### config.mk
export PLATFORM = sky130hd
export DESIGN_NAME = instr_fetch_unit
export DESIGN_NICKNAME = d
export VERILOG_FILES = /design/src/rtl/instr_fetch_unit.sv
export SDC_FILE = /design/constraint.sdc
export NUM_CORES = 1
export LEC_CHECK = 0
export BUFFER_PORTS_ARGS = -buffer_cell sky130_fd_sc_hd__buf_2
export CAP_MARGIN = 20
export CORE_MARGIN = 2
export CORE_UTILIZATION = 50
export DETAILED_ROUTE_END_ITERATION = 6
export PLACE_DENSITY_LB_ADDON = 0.1
export SLEW_MARGIN = 40
export SYNTH_ARGS = -nofsm -noshare
export SYNTH_HDL_FRONTEND = slang
export SYNTH_SLANG_ARGS = --single-unit
### constraint.sdc
create_clock -name clk -period 8 [get_ports clk]
set_clock_uncertainty 0.15 [all_clocks]
set_input_delay 0.8 -clock clk [delete_from_list [all_inputs] [get_ports clk]]
set_output_delay 0.8 -clock clk [all_outputs]
set_load 0.02 [all_outputs]
### src/rtl/instr_fetch_unit.sv
// Instruction fetch unit: issues imem reads for offered PCs, buffers {pc, instr} for decode, flush kills work.
// Optional perf counters (perf_stall, perf_flush) enabled by defining IF_PERF_CNT_EN.
module instr_fetch_unit #(
  parameter int unsigned PC_W    = 64,
  parameter int unsigned INSTR_W = 32,
  parameter int unsigned DEPTH   = 2
) (
  input  logic               clk,
  input  logic               rst_n,
  input  logic               pc_valid,
  input  logic [PC_W-1:0]    pc_in,
  output logic               pc_ready,
  input  logic               flush,
  output logic               imem_req,
  output logic [PC_W-1:0]    imem_addr,
  input  logic               imem_gnt,
  input  logic               imem_rvalid,
  input  logic [INSTR_W-1:0] imem_rdata,
  output logic               if_valid,
  output logic [INSTR_W-1:0] if_instr,
  output logic [PC_W-1:0]    if_pc,
  input  logic               if_ready
`ifdef IF_PERF_CNT_EN
  ,
  output logic [31:0]        perf_stall,
  output logic [31:0]        perf_flush
`endif
);

  localparam int unsigned AW = $clog2(DEPTH);
  localparam int unsigned CW = AW + 1;

  typedef enum logic [1:0] {RUN, FULL, FLUSH} state_t;

  state_t              state, state_nxt;
  logic [CW-1:0]       occ, occ_nxt, os_cnt, os_nxt, drop_cnt, drop_nxt;
  logic [AW-1:0]       tag_wr, tag_wr_nxt, tag_rd, tag_rd_nxt;
  logic [AW-1:0]       buf_wr, buf_wr_nxt, buf_rd, buf_rd_nxt;
  logic                valid_nxt;
  logic [PC_W-1:0]     pc_nxt;
  logic [INSTR_W-1:0]  instr_nxt;
  logic [PC_W-1:0]     tag_mem [DEPTH];
  logic [PC_W-1:0]     pc_mem  [DEPTH];
  logic [INSTR_W-1:0]  ins_mem [DEPTH];
  logic                grant, pop, resp, drop_hit;

  // Request gated by reset so nothing escapes while the block is held in reset.
  assign imem_req  = rst_n & pc_valid & (state == RUN) & ((occ + os_cnt) < CW'(DEPTH)) & ~flush;
  assign imem_addr = pc_in;
  assign pc_ready  = imem_req & imem_gnt;
  assign grant     = pc_ready;
  assign pop       = if_valid & if_ready;
  assign resp      = imem_rvalid & (os_cnt != '0) & (state != FLUSH);
  assign drop_hit  = imem_rvalid & (state == FLUSH) & (drop_cnt != '0);

  always_ff @(posedge clk or negedge rst_n) begin
    if (!rst_n) state <= RUN;
    else        state <= state_nxt;
  end

  always_comb begin
    state_nxt  = state;
    occ_nxt    = occ;
    os_nxt     = os_cnt;
    drop_nxt   = drop_cnt;
    tag_wr_nxt = tag_wr;
    tag_rd_nxt = tag_rd;
    buf_wr_nxt = buf_wr;
    buf_rd_nxt = buf_rd;
    valid_nxt  = if_valid;
    pc_nxt     = if_pc;
    instr_nxt  = if_instr;
    if (flush) begin
      occ_nxt    = '0;
      os_nxt     = '0;
      tag_wr_nxt = '0;
      tag_rd_nxt = '0;
      buf_wr_nxt = '0;
      buf_rd_nxt = '0;
      // A response arriving with the flush is itself one of the killed reads.
      if (state == FLUSH) drop_nxt = drop_cnt - CW'(drop_hit);
      else                drop_nxt = os_cnt - CW'(resp);
      state_nxt = (drop_nxt != '0) ? FLUSH : RUN;
      valid_nxt = 1'b0;
    end else begin
      occ_nxt    = occ + CW'(resp) - CW'(pop);
      os_nxt     = os_cnt + CW'(grant) - CW'(resp);
      drop_nxt   = drop_cnt - CW'(drop_hit);
      tag_wr_nxt = tag_wr + AW'(grant);
      tag_rd_nxt = tag_rd + AW'(resp);
      buf_wr_nxt = buf_wr + AW'(resp);
      buf_rd_nxt = buf_rd + AW'(pop);
      if (state == FLUSH) state_nxt = (drop_nxt == '0) ? RUN : FLUSH;
      else                state_nxt = ((occ_nxt + os_nxt) >= CW'(DEPTH)) ? FULL : RUN;
      valid_nxt = (occ_nxt != '0);
      // Forward the incoming response when it becomes the new head.
      if (resp && (buf_wr == buf_rd_nxt)) begin
        pc_nxt    = tag_mem[tag_rd];
        instr_nxt = imem_rdata;
      end else if (occ_nxt != '0) begin
        pc_nxt    = pc_mem[buf_rd_nxt];
        instr_nxt = ins_mem[buf_rd_nxt];
      end
    end
  end

  always_ff @(posedge clk or negedge rst_n) begin
    if (!rst_n) begin
      occ      <= '0;
      os_cnt   <= '0;
      drop_cnt <= '0;
      tag_wr   <= '0;
      tag_rd   <= '0;
      buf_wr   <= '0;
      buf_rd   <= '0;
      if_valid <= 1'b0;
      if_pc    <= '0;
      if_instr <= '0;
    end else begin
      occ      <= occ_nxt;
      os_cnt   <= os_nxt;
      drop_cnt <= drop_nxt;
      tag_wr   <= tag_wr_nxt;
      tag_rd   <= tag_rd_nxt;
      buf_wr   <= buf_wr_nxt;
      buf_rd   <= buf_rd_nxt;
      if_valid <= valid_nxt;
      if_pc    <= pc_nxt;
      if_instr <= instr_nxt;
    end
  end

  always_ff @(posedge clk) begin
    if (grant) tag_mem[tag_wr] <= pc_in;
    if (resp && !flush) begin
      pc_mem[buf_wr]  <= tag_mem[tag_rd];
      ins_mem[buf_wr] <= imem_rdata;
    end
  end

`ifdef IF_PERF_CNT_EN
  // Saturating event counters.
  always_ff @(posedge clk or negedge rst_n) begin
    if (!rst_n) begin
      perf_stall <= '0;
      perf_flush <= '0;
    end else begin
      if (pc_valid && !pc_ready && (perf_stall != 32'hFFFF_FFFF)) perf_stall <= perf_stall + 32'd1;
      if (flush && (perf_flush != 32'hFFFF_FFFF)) perf_flush <= perf_flush + 32'd1;
    end
  end
`endif

endmodule

==> results.md <==
Synth:
- Of the synthesized area, sequential elements account for 0.7230.
- After synthesis, the mean cell area works out to around 15 sq um.
- Of the total synthesized cell area, the portion taken by XOR and XNOR cells is 0.006893.
- The number of nets handed over by synthesis was between 1k and 1.5k.
- The post-synthesis compound-gate area fraction is 0.05624.
- The instance count of the mapped netlist is ~1.1k.
- The library cell occupying the most area in the post-synthesis netlist is edfxtp_1.
- The post-synthesis adder-cell area fraction is 0.003666.
- In the synthesized netlist the dominant register cell turns out to be edfxtp_1.
- Counting flops with a built-in enable in the synthesized netlist gives between 300 and 400.
- After synthesis, the cell types taking the most area are edfxtp_1, dfrtp_1, mux2_2.
- Of all flip-flops after synthesis, the portion carrying an async set or reset was 0.2541.
- The simple-gate portion of the synthesized area is 0.05683.
- In this run, distinct cell masters in the synthesized netlist total 37.
- The multiplexer fraction of the synthesized cell area is 0.1029.
- By area, the combinational part of the netlist is dominated by multiplexers.
- The share of the synthesized area in the top cell type is 0.5631.
- The yosys synthesis warning count is 0.
- After synthesis the cells add up to 0.01706 sq mm.
- The register bit total from synthesis is 429.

Power:
- The fraction of power consumed by the clock network is 0.309.
- The share of total power dissipated in combinational logic is 0.245.
- For this design the static power due to leakage is ~7.7 nW.
- The net switching power is between 1.5 and 2 mW.
- The design internal power is 4.433 mW.
- Of the total power, the share spent switching nets is 0.3052.
- The power density relative to cell area is between 300 and 400 mW/mm^2.
- The largest vdd supply drop is 0.0001710 V.
- The part of the total power dissipated in sequential elements is 0.447.

Status:
- The run finished with clean final reports.

Placement:
- The global placer's final weighted congestion is 0.7493.
- After detailed placement, the total cell area comes to about 0.018 sq mm.
- Port buffering added approximately 270 buffers.
- Prior to clock tree synthesis, the placed netlist has a worst setup slack of a little under 4000 ps.
- The estimated wirelength of the detail-placed design is between 20,000 and 25,000 um.

GRT:
- The remaining global-route overflow is 0.
- The first-pass GRT wire length is about 55,000 um.
- The number of antenna violations at the first check in global routing was 1.
- Entering global routing, the biggest net connects 93 pins.
- The number of global-route vias before repair is between 9k and 10k.
- The aggregate global-route resource usage is 0.1980.

Layout:
- The proportion of layout cells with a drive suffix above 1 is 0.3338.
- Measured on the finished design, the core utilization comes to 0.5900.
- From synthesis to final layout, the design area changed by 15.95%.
- The final-layout fill cell count is 2,667.
- The final design area excluding fillers is between 0.015 and 0.02 sq mm.
- At the end of the flow, the number of nets in the layout was about 1.4k.

Worst setup path:
- In this run the register-to-register setup slack is around 4000 ps.
- The type of destination of the critical path is a register.
- The delay of the slowest critical-path stage is 700 ps.
- The end of the worst register-to-register path is if_pc[13].
- Traced cell by cell, the critical path runs through or2_1, and3_1, xnor2_1, ha_1, nand3b_1, a311o_1, o211ai_4, buf_6, buf_4, nand3_1, o311ai_1.
- The cell family contributing the most delay on the critical path is buffers and inverters.
- At the worst endpoint, the required time is ~8300 ps.
- Together, buffers and inverters on the worst path number 2.
- In this run the critical register-to-register path is launched from os_cnt[0].
- Of all nets on the critical path, the largest fanout is just over 90.
- In this run the worst setup path begins at os_cnt[0].
- The worst setup path is launched from a register.
- For the worst setup path, the data arrival time is ~4300 ps.
- For this design, the slowest cell found on the critical path is buf_4.
- The number of cells on the worst reg-to-reg path is 11.
- The critical path is of the reg2reg type.

Clock network:
- The clock sink count is between 400 and 500.
- Counting along the longest clock path gives a buffer depth of 3.
- The clock root buffer is clkbuf_16.
- After clock tree synthesis, the flow added hold-fix buffers numbering 0.
- TritonCTS built the clock tree.
- The post-CTS setup repair buffer count is 0.
- The insertion delay of the later-clocked pin in the worst-skew pair is 530 ps.
- Gates resized during post-CTS repair numbered 0.
- In this run the number of H-tree levels came out at 2.
- After clock tree synthesis, the clock-pin slew on the worst setup and hold paths is 60 ps.
- The number of buffers inserted during clock tree synthesis is 44.

STA:
- The routed design could run at a clock period as short as ~4000 ps.
- The final number of max-transition violations is 0.
- The relative slew slack is 0.4799.
- The transition time of the tightest slew-check pin is slightly below 800 ps.
- The final clock period utilization by the worst path is 0.5029.
- The number of failing setup endpoints in the final timing report is 0.
- Derived from the worst setup path, the maximum achievable clock frequency is ~0.25 GHz.
- The count of endpoints failing hold in the final timing report is 0.
- The setup slack of the critical path after layout is between 3000 and 4000 ps.
- Setup repair after global routing left no endpoint under its margin.
- The accumulated negative setup slack is 0 ps.

Drt:
- The final routed wirelength across all metal layers is 35,640 um.
- For this block, the via count after detailed routing is between 9k and 10k.
- Dividing the detail-routed via count by the number of cells gives 5.440.
- After detailed routing, the number of remaining DRC violations is 0.
- In this run, the number of DRC markers left after iteration 0 of detailed routing was about 600.
- The count of TritonRoute iterations in the first routing pass is 5.
- After detailed routing, the average wire length per cell comes to about 20 um.
- Once detail routing completed, the nets flagged for antenna violations numbered 0.

Floorplan:
- The initial core utilization is 0.5089.
- The placement row count is 67.
- After floorplanning, the core was sized to cover ~0.034 sq mm.
- The full die area is between 0.03 and 0.04 sq mm.
- Measured along the x axis, the die boundary spans roughly 190 um.
- The die height is 188.7 um.
- The top-level port count is 266.

Min path:
- The path category of the worst min-delay check is in2async.

Job:
- The tool flagged a number of max-cap violations equal to 0.
-- layer usage --
layer  track usage  part of all wire
met5             0                 0
met4       0.04087             0.015
met3       0.03259             0.053
met2        0.3211              0.48
met1        0.2853              0.46
-- how the worst max path moves through the flow --
stage | endpoint | slack, ps | depth (start not counted)
2_1_floorplan | tag_mem[0][0] | 4010 | 4
3_3_place_gp | if_instr[31] | 3680 | 11
3_5_place_dp | if_pc[17] | 3840 | 11
4_1_cts | if_pc[13] | 3960 | 11
5_1_grt | if_pc[13] | 3700 | 11
6_report | if_pc[13] | 3980 | 11
-- worst register-to-register path, cell delays in order (launching register included) --
cell and delay [ps]:
dfrtp_1 430, or2_1 320, and3_1 270, xnor2_1 150, ha_1 330, nand3b_1 180
a311o_1 320, o211ai_4 80, buf_6 590, buf_4 750, nand3_1 210, o311ai_1 140
-- final cells by class --
class / count / area (sq um) / area share
Timing Repair Buffer: 283 / 1534 / 0.07753
Clock inverter: 18 / 163.9 / 0.008284
Inverter: 6 / 32.53 / 0.001644
Tap cell: 448 / 560.5 / 0.02833
Sequential cell: 429 / 12340 / 0.6237
Antenna cell: 1 / 2.502 / 0.0001265
Clock buffer: 64 / 1227 / 0.06204
Multi-Input combinational cell: 545 / 3924 / 0.1983
-- logic make-up after synthesis --
logic type / count (synthesis)
simple gates: 226
compound gates: 140
flops: 429
xor+xnor: 11
fa+ha+maj: 5
buf+inv: 139
mux: 163
-- sequential cells by signal, indices dropped and copies added (netlist names) --
name      count
if_pc        64
ins_mem      64
pc_mem      128
if_valid      1
drop_cnt      2
occ           2
os_cnt        2
tag_mem     128
tag_wr        1
if_instr     32
buf_rd        1
buf_wr        1
tag_rd        1
state         2
-- cells in the mapped netlist, drive strengths merged, types with 3 or more instances --
master and count:
a21oi 3, ha 5, nor2b 5, o311ai 64, edfxtp 320, clkbuf 32, o21ai 68, mux2 97
nand2 105, nand3 66, inv 6, dfrtp 109, xnor2 7, mux2i 66, nor2 40, buf 101
xor2 3
-- stage by stage --
step | total power [mW] | hold WS (ps) | instances
finish | 6.380 | 103.9 | 1794
floorplan | 3.963 | 354.4 | 1113
global placement | 4.427 | 350.2 | 1706
global route | 6.687 | 111.7 | 1794
detailed placement | 4.474 | 358.2 | 1711
CTS | 6.446 | 103.8 | 1793
-- power by group through the flow --
stage                     registers, mW  logic (mW)  clock network, mW
after detailed placement           2.90        1.58                  0
final                              2.85        1.56               1.97
after floorplan                    3.13       0.834                  0
after global routing               2.88        1.70               2.11
after CTS                          2.85        1.58               2.01
after global placement             2.90        1.52                  0
-- cell usage in the layout (no fill, tap or decap), types with 3 or more instances in the layout --
cell       count
a21oi_1        3
buf_12         5
buf_2        264
buf_4         12
bufinv_16      3
clkbuf_1      16
clkbuf_16     45
clkbuf_8       3
clkinv_1       7
clkinv_2       6
dfrtp_1      108
edfxtp_1     320
ha_1           3
inv_1          3
inv_6          4
mux2_2        96
mux2i_1       65
nand2_1      104
nand3_1       66
nor2_1        40
nor2b_1        5
o21ai_0       11
o21ai_1       57
o311ai_1      64
xnor2_1        7
Note: power is estimated with default switching activity, not from simulation.
